===== src/rtl/alu_pkg.sv =====
// Shared opcode and FSM encodings for pipe_alu and its iterative multiply/divide unit.
package alu_pkg;

  typedef enum logic [3:0] {
    OpPass  = 4'h0,
    OpAdd   = 4'h1,
    OpSub   = 4'h2,
    OpMul   = 4'h3,
    OpUdiv  = 4'h4,
    OpUrem  = 4'h5,
    OpAnd   = 4'h6,
    OpOr    = 4'h7,
    OpXor   = 4'h8,
    OpLsh   = 4'h9,
    OpAsh   = 4'hA,
    OpSlt   = 4'hB,
    OpSltu  = 4'hC,
    OpRsvdD = 4'hD,
    OpRsvdE = 4'hE,
    OpRsvdF = 4'hF
  } alu_op_e;

  typedef enum logic [1:0] {
    StIdle,
    StExec,
    StIter,
    StDone
  } state_e;

  // Ops that run through the bit-serial multiply/divide unit.
  function automatic logic is_iter_op(alu_op_e op);
    return (op == OpMul) || (op == OpUdiv) || (op == OpUrem);
  endfunction

endpackage


===== src/rtl/iter_muldiv.sv =====
// Bit-serial unsigned multiply (shift-add) and restoring divide, one bit per cycle.
// Ports: clk/rst; start loads op/a/b; done is high during the final step, with
// result/ofl/err valid in that same cycle (taken from the final step's next value).
module iter_muldiv
  import alu_pkg::*;
#(
  parameter int unsigned WIDTH = 16
) (
  input  logic             clk,
  input  logic             rst,
  input  logic             start,
  input  alu_op_e          op,
  input  logic [WIDTH-1:0] a,
  input  logic [WIDTH-1:0] b,
  output logic             done,
  output logic [WIDTH-1:0] result,
  output logic             ofl,
  output logic             err
);

  localparam int unsigned CntW = $clog2(WIDTH);
  localparam logic [CntW-1:0] CntLast = CntW'(WIDTH - 1);

  logic               r_busy;
  logic [CntW-1:0]    r_cnt;
  alu_op_e            r_op;
  logic [WIDTH-1:0]   r_opnd;  // multiplicand (mul) or divisor (div/rem)
  logic [2*WIDTH-1:0] r_acc;   // mul: {hi, lo/multiplier}; div: {remainder, quotient/dividend}

  logic [WIDTH:0]     w_sum;
  logic [2*WIDTH-1:0] w_mul_next;
  logic [WIDTH:0]     w_sh;
  logic [WIDTH:0]     w_diff;
  logic               w_ge;
  logic [WIDTH-1:0]   w_rem;
  logic [2*WIDTH-1:0] w_div_next;
  logic [2*WIDTH-1:0] w_acc_next;

  // Multiply step: add multiplicand into the high half if the current multiplier bit is set,
  // then shift the whole accumulator right, carry included.
  assign w_sum      = {1'b0, r_acc[2*WIDTH-1:WIDTH]} + (r_acc[0] ? {1'b0, r_opnd} : '0);
  assign w_mul_next = {w_sum, r_acc[WIDTH-1:1]};

  // Restoring divide step: shift next dividend bit into the remainder, subtract if it fits.
  // With a zero divisor every trial fits, so the quotient fills with ones and the remainder
  // ends up equal to the dividend, which is exactly the required b == 0 result.
  assign w_sh       = {r_acc[2*WIDTH-1:WIDTH], r_acc[WIDTH-1]};
  assign w_diff     = w_sh - {1'b0, r_opnd};
  assign w_ge       = (w_sh >= {1'b0, r_opnd});
  assign w_rem      = w_ge ? w_diff[WIDTH-1:0] : w_sh[WIDTH-1:0];
  assign w_div_next = {w_rem, r_acc[WIDTH-2:0], w_ge};

  assign w_acc_next = (r_op == OpMul) ? w_mul_next : w_div_next;

  assign done = r_busy && (r_cnt == CntLast);

  always_comb begin
    result = '0;
    ofl    = 1'b0;
    err    = 1'b0;
    unique case (r_op)
      OpMul: begin
        result = w_acc_next[WIDTH-1:0];
        ofl    = |w_acc_next[2*WIDTH-1:WIDTH];
      end
      OpUdiv: begin
        result = w_acc_next[WIDTH-1:0];
        err    = (r_opnd == '0);
      end
      OpUrem: begin
        result = w_acc_next[2*WIDTH-1:WIDTH];
        err    = (r_opnd == '0);
      end
      default: ;
    endcase
  end

  always_ff @(posedge clk or posedge rst) begin
    if (rst) begin
      r_busy <= 1'b0;
      r_cnt  <= '0;
      r_op   <= OpMul;
      r_opnd <= '0;
      r_acc  <= '0;
    end else if (start) begin
      r_busy <= 1'b1;
      r_cnt  <= '0;
      r_op   <= op;
      r_opnd <= (op == OpMul) ? a : b;
      r_acc  <= (op == OpMul) ? {{WIDTH{1'b0}}, b} : {{WIDTH{1'b0}}, a};
    end else if (r_busy) begin
      r_acc <= w_acc_next;
      r_cnt <= r_cnt + 1'b1;
      if (done) begin
        r_busy <= 1'b0;
        r_cnt  <= '0;
      end
    end
  end

endmodule


===== src/rtl/pipe_alu.sv =====
// Handshaked ALU: single-cycle ops execute in one EXEC cycle, mul/udiv/urem iterate in
// iter_muldiv. Ports: in_valid/in_ready + alu_op/a/b request; out_valid/out_ready + c/ofl/err
// result, held stable for as long as out_valid is high.
module pipe_alu
  import alu_pkg::*;
#(
  parameter int unsigned WIDTH = 16
) (
  input  logic             clk,
  input  logic             rst,
  input  logic             in_valid,
  output logic             in_ready,
  input  logic [3:0]       alu_op,
  input  logic [WIDTH-1:0] a,
  input  logic [WIDTH-1:0] b,
  output logic             out_valid,
  input  logic             out_ready,
  output logic [WIDTH-1:0] c,
  output logic             ofl,
  output logic             err
);

  localparam logic [WIDTH-1:0] WMax = WIDTH'(WIDTH);

  state_e           r_state, w_state_d;
  alu_op_e          r_op;
  logic [WIDTH-1:0] r_a, r_b, r_c;
  logic             r_ofl, r_err;

  alu_op_e          w_op;
  logic             w_accept;
  logic             w_it_start, w_it_done, w_it_ofl, w_it_err;
  logic [WIDTH-1:0] w_it_result;

  logic [WIDTH:0]   w_add, w_sub;
  logic [WIDTH-1:0] w_ramt, w_shl, w_lsr, w_asr;
  logic [WIDTH-1:0] w_exec_c;
  logic             w_exec_ofl, w_exec_err;

  assign w_op       = alu_op_e'(alu_op);
  assign in_ready   = (r_state == StIdle);
  assign w_accept   = in_valid && in_ready;
  assign w_it_start = w_accept && is_iter_op(w_op);

  iter_muldiv #(
    .WIDTH(WIDTH)
  ) u_iter (
    .clk   (clk),
    .rst   (rst),
    .start (w_it_start),
    .op    (w_op),
    .a     (a),
    .b     (b),
    .done  (w_it_done),
    .result(w_it_result),
    .ofl   (w_it_ofl),
    .err   (w_it_err)
  );

  always_comb begin
    w_state_d = r_state;
    unique case (r_state)
      StIdle: if (w_accept) w_state_d = is_iter_op(w_op) ? StIter : StExec;
      StExec: w_state_d = StDone;
      StIter: if (w_it_done) w_state_d = StDone;
      StDone: if (out_ready) w_state_d = StIdle;
      default: w_state_d = StIdle;
    endcase
  end

  always_ff @(posedge clk or posedge rst) begin
    if (rst) r_state <= StIdle;
    else     r_state <= w_state_d;
  end

  assign w_add = {1'b0, r_a} + {1'b0, r_b};
  assign w_sub = {1'b0, r_a} - {1'b0, r_b};  // top bit is the borrow

  // Shift count is b as a signed value; negating the most-negative b leaves it unchanged,
  // and as an unsigned right-shift amount it is >= WIDTH, so it saturates like any large count.
  assign w_ramt = -r_b;
  assign w_shl  = (r_b >= WMax) ? '0 : (r_a << r_b);
  assign w_lsr  = (w_ramt >= WMax) ? '0 : (r_a >> w_ramt);
  assign w_asr  = (w_ramt >= WMax) ? {WIDTH{r_a[WIDTH-1]}}
                                   : WIDTH'($signed(r_a) >>> w_ramt);

  always_comb begin
    w_exec_c   = '0;
    w_exec_ofl = 1'b0;
    w_exec_err = 1'b0;
    unique case (r_op)
      OpPass: w_exec_c = r_a;
      OpAdd: begin
        w_exec_c   = w_add[WIDTH-1:0];
        w_exec_ofl = w_add[WIDTH];
      end
      OpSub: begin
        w_exec_c   = w_sub[WIDTH-1:0];
        w_exec_ofl = w_sub[WIDTH];
      end
      OpAnd:  w_exec_c = r_a & r_b;
      OpOr:   w_exec_c = r_a | r_b;
      OpXor:  w_exec_c = r_a ^ r_b;
      OpLsh:  w_exec_c = r_b[WIDTH-1] ? w_lsr : w_shl;
      OpAsh:  w_exec_c = r_b[WIDTH-1] ? w_asr : w_shl;
      OpSlt:  w_exec_c = {{(WIDTH-1){1'b0}}, ($signed(r_a) < $signed(r_b))};
      OpSltu: w_exec_c = {{(WIDTH-1){1'b0}}, (r_a < r_b)};
      OpMul, OpUdiv, OpUrem, OpRsvdD, OpRsvdE, OpRsvdF: w_exec_err = 1'b1;
      default: w_exec_err = 1'b1;
    endcase
  end

  always_ff @(posedge clk or posedge rst) begin
    if (rst) begin
      r_op  <= OpPass;
      r_a   <= '0;
      r_b   <= '0;
      r_c   <= '0;
      r_ofl <= 1'b0;
      r_err <= 1'b0;
    end else begin
      if (w_accept) begin
        r_op <= w_op;
        r_a  <= a;
        r_b  <= b;
      end
      if (r_state == StExec) begin
        r_c   <= w_exec_c;
        r_ofl <= w_exec_ofl;
        r_err <= w_exec_err;
      end else if ((r_state == StIter) && w_it_done) begin
        r_c   <= w_it_result;
        r_ofl <= w_it_ofl;
        r_err <= w_it_err;
      end
    end
  end

  assign out_valid = (r_state == StDone);
  assign c         = r_c;
  assign ofl       = r_ofl;
  assign err       = r_err;

endmodule


===== config.mk =====
export PLATFORM = sky130hd
export DESIGN_NAME = pipe_alu
export DESIGN_NICKNAME = d
export VERILOG_FILES = /design/src/rtl/alu_pkg.sv /design/src/rtl/iter_muldiv.sv /design/src/rtl/pipe_alu.sv
export SDC_FILE = /design/constraint.sdc
export NUM_CORES = 1
export LEC_CHECK = 0
export ABC_AREA = 1
export BUFFER_PORTS_ARGS = -buffer_cell sky130_fd_sc_hd__buf_4
export CAP_MARGIN = 20
export CORE_ASPECT_RATIO = 1.75
export CORE_MARGIN = 2
export CORE_UTILIZATION = 50
export DETAILED_ROUTE_END_ITERATION = 12
export PLACE_DENSITY = 0.69
export SYNTH_ARGS = -nofsm -noshare
export SYNTH_HDL_FRONTEND = slang
export SYNTH_SLANG_ARGS = --single-unit

===== constraint.sdc =====
create_clock -name clk -period 5.8 [get_ports clk]
set_clock_uncertainty 0.05 [all_clocks]
set_input_delay 0.58 -clock clk [delete_from_list [all_inputs] [get_ports clk]]
set_output_delay 0.58 -clock clk [all_outputs]
set_load 0.05 [all_outputs]

**After elaboration in Yosys (flattened, before gate mapping)**

Index checks and enable logic that the tools add are counted.

- Memories: 0
- ROM bits: 0
- Input port bits: 40
- Bits in registers: 113
- Latch bits: 0
- RAM bits: 0

- Divide/modulo/power cells: 0
- Equality and inequality tests: 28
- Reduce and logical (&&, ||, !) cells: 16
- Multiplexer cells: 35
- Bitwise operators: 3
- Multipliers: 0
- $add $sub $neg: 6
- Shifts and indexed selects: 3
- Order comparisons: 5

Operators with widths:

| operator | number |
|---|---|
| 2-to-1 mux 16 bit | 11 |
| case mux 16 bit (10 select lines) | 1 |
| 2-to-1 mux 32 bit | 3 |
| equality test 4 bit (second input constant) | 9 |
| adder 16 x 16 -> 17 bit | 2 |
| equality test 4 x 3 -> 1 bit (second input constant) | 8 |
| >= comparator 16 x 5 -> 1 bit (second input constant) | 2 |
| < comparator 16 bit | 2 |
| case mux 16 bit (2 select lines) | 1 |
| >= comparator 17 x 16 -> 1 bit | 1 |
| subtractor 16 x 16 -> 17 bit | 1 |
| bitwise AND 16 bit | 1 |
| equality test 4 x 2 -> 1 bit (second input constant) | 4 |
| zero test 16 bit | 1 |
| negator 16 bit | 1 |
| OR 16 bit | 1 |
| OR reduction 16 bit | 1 |
| left shift 16 x 16 -> 16 bit | 1 |
| >> shifter 16 x 16 -> 16 bit | 1 |
| >>> shifter 16 x 16 -> 16 bit | 1 |
| subtractor 16 bit | 1 |
| bitwise XOR 16 bit | 1 |
| 2-to-1 mux 4 bit | 3 |
| 2-to-1 mux 1 bit | 10 |
| other kinds (17) | 28 |

**Longest topological paths before layout**

Gate-level depths: netlist (run 1).

- Word-level depth: 7
- Mapped depth: 28
- Depth with buffers taken out: 26

**Hierarchy**

Synthesis (run 1) repeated with hierarchy kept, for this count alone.

- Cell total of the unflattened synthesis: 2103
- Area total of the unflattened synthesis: 12779.8 µm²

Modules (own cells, without submodules):

| module | cells an instance | times used | area each (µm²) |
|---|---|---|---|
| pipe_alu | 1206 | 1 | 7248.2 |
| iter_muldiv | 897 | 1 | 5531.6 |

**Least setup slack after synthesis (run 1)**

No wires, ideal clock.

- Kind: register -> register
- From: register r_b[1]
- To: register r_c[0] (netlist: c[0])
- Path buffers: 2
- Slack: 2.582 ns
- Library setup time: 0.124 ns
- Arrival: 3.043 ns
- Cell stages (with the launch flop): 28
- Period minus slack after synthesis: 3.218 ns
- Path through: dfrtp_1 -> buf_4 -> inv_1 -> clkbuf_1 -> ha_1 -> nand2_1 -> nor2_1 -> nand2_1 -> nand2_1 -> nand2_1 -> clkinv_1 -> nand2_1 -> nor2_2 -> nand3_2 -> nand2_1 -> nand3_1 -> nand2_1 -> nand2_1 -> nand2_1 -> nand2_1 -> nand2_1 -> nand2_1 -> nand2_1 -> nand2_1 -> nand3_1 -> nand3_1 -> nand2_1 -> a21oi_2

- Longest elaborated chain between the ends: 6
- Elaborated cells between the ends (all ways): 15
- Those cells by class: 1 x add/sub; 4 x order compare; 3 x shift; 7 x mux

RTL lines:

| item | line | text |
|---|---|---|
| start: declaration | pipe_alu.sv:27 | `logic [WIDTH-1:0] r_a, r_b, r_c;` |
| start signal: assignment | pipe_alu.sv:117 | `r_b <= '0;` |
| start signal: assignment | pipe_alu.sv:125 | `r_b <= b;` |
| negator 16 bit | pipe_alu.sv:81 | `assign w_ramt = -r_b;` |
| >= comparator 16 x 5 -> 1 bit (tied with other cells) | pipe_alu.sv:83, pipe_alu.sv:84 |  |
| 2-to-1 mux 16 bit (on tied branches) | pipe_alu.sv:84, pipe_alu.sv:83 |  |
| 2-to-1 mux 16 bit (on tied branches) | pipe_alu.sv:105, pipe_alu.sv:104 |  |
| case mux 16 bit (10 select lines) * | pipe_alu.sv:91 | `unique case (r_op)` |
| 2-to-1 mux 16 bit * | pipe_alu.sv:127 | `if (r_state == StExec) begin` |
| end signal: assignment | pipe_alu.sv:128 | `r_c <= w_exec_c;` |
| end signal: assignment | pipe_alu.sv:132 | `r_c <= w_it_result;` |
| end: declaration | pipe_alu.sv:27 |  |

Every way passes the cells marked *; elsewhere a longest branch is shown, timed or not.
A chain may end at the register's enable or synchronous reset.

**Final worst setup path (run 1)**

- From: register r_b[1]
- To: register r_c[2] (netlist: c[2])

The elaborated chain is that of the path after synthesis.

==> impl_metrics.yaml, run 1 <==
setup_path:
  cp_top_family: "simple AND/OR/NAND/NOR gates"
  timing.rr.end: "c[2]"
  arrival_ns: 4.62
  max_stage_delay_ns: 0.82
  r2r_slack_ns: 1.49
  slowest_stage: "dfrtp_1"
  worstPathMaxFanout: 20
  setup.worst_path.end_class: "flop"
  crit_path_cell_trace: "inv_1 > ha_1 > nand2_1 > nor2_1 > nand4_1 > nand2_1 > nor2_2 > nand3_1 > nor2_4 > nand3_1 > nand2_1 > nand2_1 > nand2_1 > nor2_1 > a21oi_2 > nor2_1 > o21ai_1 > nand3_1 > nand3_1 > nand2_1 > a21oi_2"
  crit_type: "reg2reg"
  r2r_start: "r_b[1]"
  critPathLaunch: "r_b[1]"
  cp.required_ns: 6.11
  startpoint_type: "flop"
  rr_worst_depth: 21
  crit_buf_inv: 1
  cp_common_cell: "nand2_1"
synthesis:
  ys_top_cells_by_area: "dfrtp_1, nand2_1, ha_1, o21ai_0, inv_1"
  synth-seq-cells: 113
  synth_common_cells: "nand2_1, inv_1, o21ai_0, nand3_1, nor2_1"
  synth-edff-count: 0
  netlist.area_leader.share_pct: 23.2
  synth_fp_nets: 2038
  synth_area_um2: 12000
  postSynthAreaPerCell_um2: 6.28
  synth.most_common_cell: "nand2_1"
  yosysSeqAreaShare_pct: 23.6
  netlist_instances: 1907
  yosys_warnings: 0
  yosysTopAreaCell: "dfrtp_1"
  synthFlopType: "dfrtp_1"
  async_flop_share_pct: 100
  ys_types: 54
cells_and_area:
  fin_nets: 2064
  insertedDiodeCount: 0
  area_growth_pct: 11.4
  drive_gt1_share_pct: 7.91
  multi_input_area_um2: 7930
  fin_util_pct: 56.2
  fillCellCount: 2439
  final_cells: 2254
  ff_latch_area_um2: 2830
grt:
  antenna_found_initial: 0
  first_global_vias: 13543
  grt.overflow.total: 0
  grt_max_degree: 73
  grt_usage_pct: 42.0
  grt_pass1_wl_um: 78400
floorplan:
  rows: 75
  core_um2: 23700
  die_w_um: 121
  die_area_um2: 25300
  die_h_um: 209
  io_pins: 60
  initial_core_util_pct: 50.4
drt:
  wl_um: 52300
  drc: 0
  drtIter0Drc: 1187
  drtPass1Iterations: 7
  wire_per_inst_um: 23.2
  antenna_left: 0
  via_per_inst: 6.06
  vias: 13660
timing:
  rsz0062_at_grt: "false"
  min_period_ns: 4.31
  tightest_slew_ns: 1.12
  tns_ns: 0
  fin_crit_sh_pct: 74.3
  relSlewSlack_pct: 23.6
  fmax_ghz: 0.232
  slew_viol_final: 0
  setup_viol: 0
  hold_viol: 0
clock_tree:
  path_clk_slew_ns: 0.06
  cts.path.max_buffers: 2
  clkSinkCount: 113
  cts_resized: 0
  root_buffer: "clkbuf_16"
  cts_buffers: 17
  h-tree-depth: 4
  post-cts-setup-buffers: 0
  cts_tree: "yes"
  hold_buffers: 0
  clk_latency_ns: 0.43
outcome:
  status: "completed"
run:
  cap_viol_max_count: 0
place:
  place_congestion: 1.03
  dpl.cell_count: 2220
  io_buffers: 59
  hpwl_um: 41300
worst_hold_path:
  hold_path_class: "in2async"
[final cells by class]
type | instances | area share, %
multi-input cells | 1476 | 59.4
flip-flops and latches | 113 | 21.2
inverters | 243 | 6.86
repair buffers | 82 | 4.71
clock buffers | 19 | 3.32
well taps | 308 | 2.89
clock inverters | 13 | 1.57
[registers in the layout (all words and copies together), names as in the netlist]
register	cells
u_iter.r_acc	32
c	16
r_a	16
r_b	16
u_iter.r_opnd	16
r_op	4
u_iter.r_cnt	4
u_iter.r_op	4
r_state	2
err	1
ofl	1
u_iter.r_busy	1
[kinds of logic after synthesis]
family          share of synthesized area, %
compound gates                          23.8
xor+xnor                                2.05
fa+ha+maj                               9.76
buf+inv                                 10.3
flops                                   23.6
mux                                    0.167
simple gates                            30.3
[through the flow]
step | hold slack [ns] | worst slack, ns | instance area (um^2)
detailed placement | 0.424 | 1.54 | 12700
CTS | 0.223 | 1.54 | 13300
floorplan | 0.425 | 2.19 | 12000
finish | 0.212 | 1.49 | 13300
global placement | 0.419 | 1.57 | 12700
global route | 0.271 | 1.03 | 13300
[cells in the final DEF (no fill, tap or decap), types with 3 or more instances in the layout]
master	count
ha_1	87
o21bai_1	7
nor2_1	132
a22o_1	7
clkinv_1	13
o221ai_1	10
o21ai_1	19
nor3_1	15
o31ai_1	8
nor4_1	13
nor2_2	8
a21oi_1	112
o21ai_0	217
inv_1	224
o2111ai_1	4
clkbuf_16	17
a221oi_1	6
fa_1	4
xor2_1	20
nand2_2	3
dfrtp_1	111
o22ai_1	28
xnor2_1	8
o211ai_1	40
a21oi_2	3
buf_4	80
inv_2	5
clkinv_4	4
a31oi_1	17
nand3_1	141
nor2_4	7
clkinv_2	3
bufinv_16	5
nand4_1	18
nand2_1	511
or2_2	5
a21o_1	6
[worst max path at each step]
| stage | to | slack [ns] | depth (start not counted) |
|---|---|---|---|
| 2_1_floorplan | c[0] | 2.19 | 1 |
| 3_3_place_gp | c[2] | 1.57 | 21 |
| 3_5_place_dp | c[2] | 1.54 | 21 |
| 4_1_cts | c[2] | 1.54 | 21 |
| 5_1_grt | c[14] | 1.03 | 24 |
| 6_report | c[2] | 1.49 | 21 |
[routing by layer]
layer	GRT usage, %	vias to the layer above	part of all wire [%]
met1	38.8	6262	32
met4	44.5	0	13
met2	71.8	653	49
met5	0	-	0
li1	-	6450	-
met3	8.98	295	6.4
Power of run 1 is not shown: default switching activity piles up to over one toggle a cycle in this logic, so the estimate is an artifact.
==> inputs of run 2 (changes only) <==
--- a/config.mk
+++ b/config.mk
@@ -5,7 +5,7 @@
 export SDC_FILE = /design/constraint.sdc
 export NUM_CORES = 1
 export LEC_CHECK = 0
-export ABC_AREA = 1
+export ABC_AREA = 0
 export BUFFER_PORTS_ARGS = -buffer_cell sky130_fd_sc_hd__buf_4
 export CAP_MARGIN = 20
 export CORE_ASPECT_RATIO = 1.75
==> constraint.sdc (replaced) <==
create_clock -name clk -period 4.5 [get_ports clk]
set_clock_uncertainty 0.05 [all_clocks]
set_input_delay 0.45 -clock clk [delete_from_list [all_inputs] [get_ports clk]]
set_output_delay 0.45 -clock clk [all_outputs]
set_load 0.05 [all_outputs]
==> run 2 against run 1 <==
Net effect: global-route usage rose by 3.1 points; die area rose by 2.9%; register-to-register slack got worse by 1.4 ns; synthesized cell count fell by 19%; non-clock buffer count rose by 53; first-iteration DRC count rose by 19%; area after synthesis rose by 2.9%; core utilization rose by 1.0 points; via count fell by 1.4%; worst hold slack got worse by 0.043 ns; critical path depth fell by 9; cell count fell by 15%.
==> impl_metrics.yaml, run 2 <==
cells_and_area:
  final_cells: 1927
  area_growth_pct: 13.5
  registers.top_by_ff_count: "u_iter.r_acc"
  fin_area_um2: 14000
  final_cell_mix: "nor2_1, buf_4, nand2_1, a21oi_1, dfrtp_1"
  final_common_cell: "nor2_1"
  fillCellCount: 2369
  fin_nets: 1733
  drive_gt1_share_pct: 16.5
  insertedDiodeCount: 0
  largest_reg_flops: 32
timing:
  min_period_ns: 4.41
  hold_viol: 0
  slew_viol_final: 0
  setup_slack_ns: 0.0925
  tightest_slew_ns: 1.15
  fmax_ghz: 0.227
  relSlewSlack_pct: 22.5
  fin_crit_sh_pct: 97.9
  rsz0062_at_grt: "false"
  setup_viol: 0
  tns_ns: 0
clock_tree:
  clkSinkCount: 113
  cts_resized: 0
  cts.path.max_buffers: 2
  hold_buffers: 1
  h-tree-depth: 4
  root_buffer: "clkbuf_16"
  path_clk_slew_ns: 0.06
  post-cts-setup-buffers: 0
  clk_latency_ns: 0.44
  cts_tree: "yes"
  cts_buffers: 17
synthesis:
  ys_types: 86
  synth_common_cells: "nor2_1, nand2_1, a21oi_1, dfrtp_1, o21ai_0"
  netlist.area_leader.share_pct: 22.5
  yosys_warnings: 0
  synthFlopType: "dfrtp_1"
  synth_area_um2: 12300
  yosysSeqAreaShare_pct: 23.0
  netlist_instances: 1547
  async_flop_share_pct: 100
  postSynthAreaPerCell_um2: 7.97
  synth.most_common_cell: "nor2_1"
  synth-seq-cells: 113
  synth_fp_nets: 1678
  synth-edff-count: 0
  ys_top_cells_by_area: "dfrtp_1, ha_1, mux2i_1, a21oi_1, mux2_2"
  yosysTopAreaCell: "dfrtp_1"
setup_path:
  cp.required_ns: 4.77
  setup.worst_path.end_class: "flop"
  startpoint_type: "flop"
  crit_type: "reg2reg"
  arrival_ns: 4.68
  worstPathMaxFanout: 13
place:
  post-place-ws_ns: 0.281
  place_congestion: 1.12
  hpwl_um: 43900
  placed_area_um2: 13400
  io_buffers: 59
  dpl.cell_count: 1893
floorplan:
  io_pins: 60
  die_w_um: 123
  core_um2: 24400
  rows: 76
  die_area_um2: 26000
  die_h_um: 212
  initial_core_util_pct: 50.4
outcome:
  status: "completed"
drt:
  via_per_inst: 6.99
  drtIter0Drc: 1415
  antenna_left: 0
  drc: 0
  wire_per_inst_um: 29.8
  drtPass1Iterations: 5
  vias: 13463
  wl_um: 57300
grt:
  grt_pass1_wl_um: 84700
  first_global_vias: 13446
  grt_max_degree: 87
  grt_usage_pct: 45.1
  grt.overflow.total: 0
  antenna_found_initial: 1
run:
  cap_viol_max_count: 0
worst_hold_path:
  hold_path_class: "in2reg"
run 2: per-stage QoR:
stage               hold WS [ns]  util [%]
finish                     0.170      57.2
global route               0.191      57.2
CTS                        0.156      57.2
detailed placement         0.418      54.8
global placement           0.416      54.8
floorplan                  0.401         -
run 2: cell families after synthesis:
family	after synthesis	synth area share [%]
multiplexers	140	13.0
adder cells (fa/ha/maj)	91	9.48
AND/OR/NAND/NOR	500	19.9
AO/OA/AOI/OAI	507	27.5
flip-flops	113	23.0
buffers and inverters	171	5.37
XOR/XNOR	25	1.78
run 2: worst max-delay path, cell delays in order (launching register included):
cell      delay, ns
dfrtp_1        0.44
inv_2          0.09
ha_1           0.16
or4b_2         0.64
a2111o_1       0.39
a222oi_1       0.64
o211ai_1       0.21
buf_4          0.25
o41ai_2        0.28
o21ai_1        0.18
a211oi_1       0.60
o221ai_1       0.20
o211a_1        0.16
run 2: layer usage:
metal	global-route usage [%]	vias to the layer above	share of wire, %
met4	44.6	2	12
met5	0	-	0.023
met3	11.2	348	7.0
met1	43.9	6413	32
li1	-	5931	-
met2	74.9	769	49
run 2: layout make-up:
cell class / instances / area [um^2] / share of cell area (%)
sequential: 113 / 2830 / 20.3
tap: 312 / 390 / 2.79
inverter: 72 / 273 / 1.95
clock buffer: 17 / 425 / 3.04
multi-input combinational: 1263 / 8880 / 63.5
timing repair buffer: 135 / 1030 / 7.34
clock inverter: 15 / 155 / 1.11
run 2: final timing paths:
| check | end | start | cells after the start | slack (ns) |
|---|---|---|---|---|
| min | u_iter.r_op[0] | alu_op[0] | 3 | 0.17 |
| max in group asynchronous | r_b[0] | rst | 4 | 2.99 |
| max | c[10] | r_b[1] | 12 | 0.09 |
| min in group asynchronous | u_iter.r_op[3] | rst | 3 | 0.52 |
| max reg2reg | c[10] | r_b[1] | 12 | 0.09 |
| min reg2reg | u_iter.r_op[1] | u_iter.r_op[1] | 2 | 0.43 |
Power of run 2 is left out for the same reason.
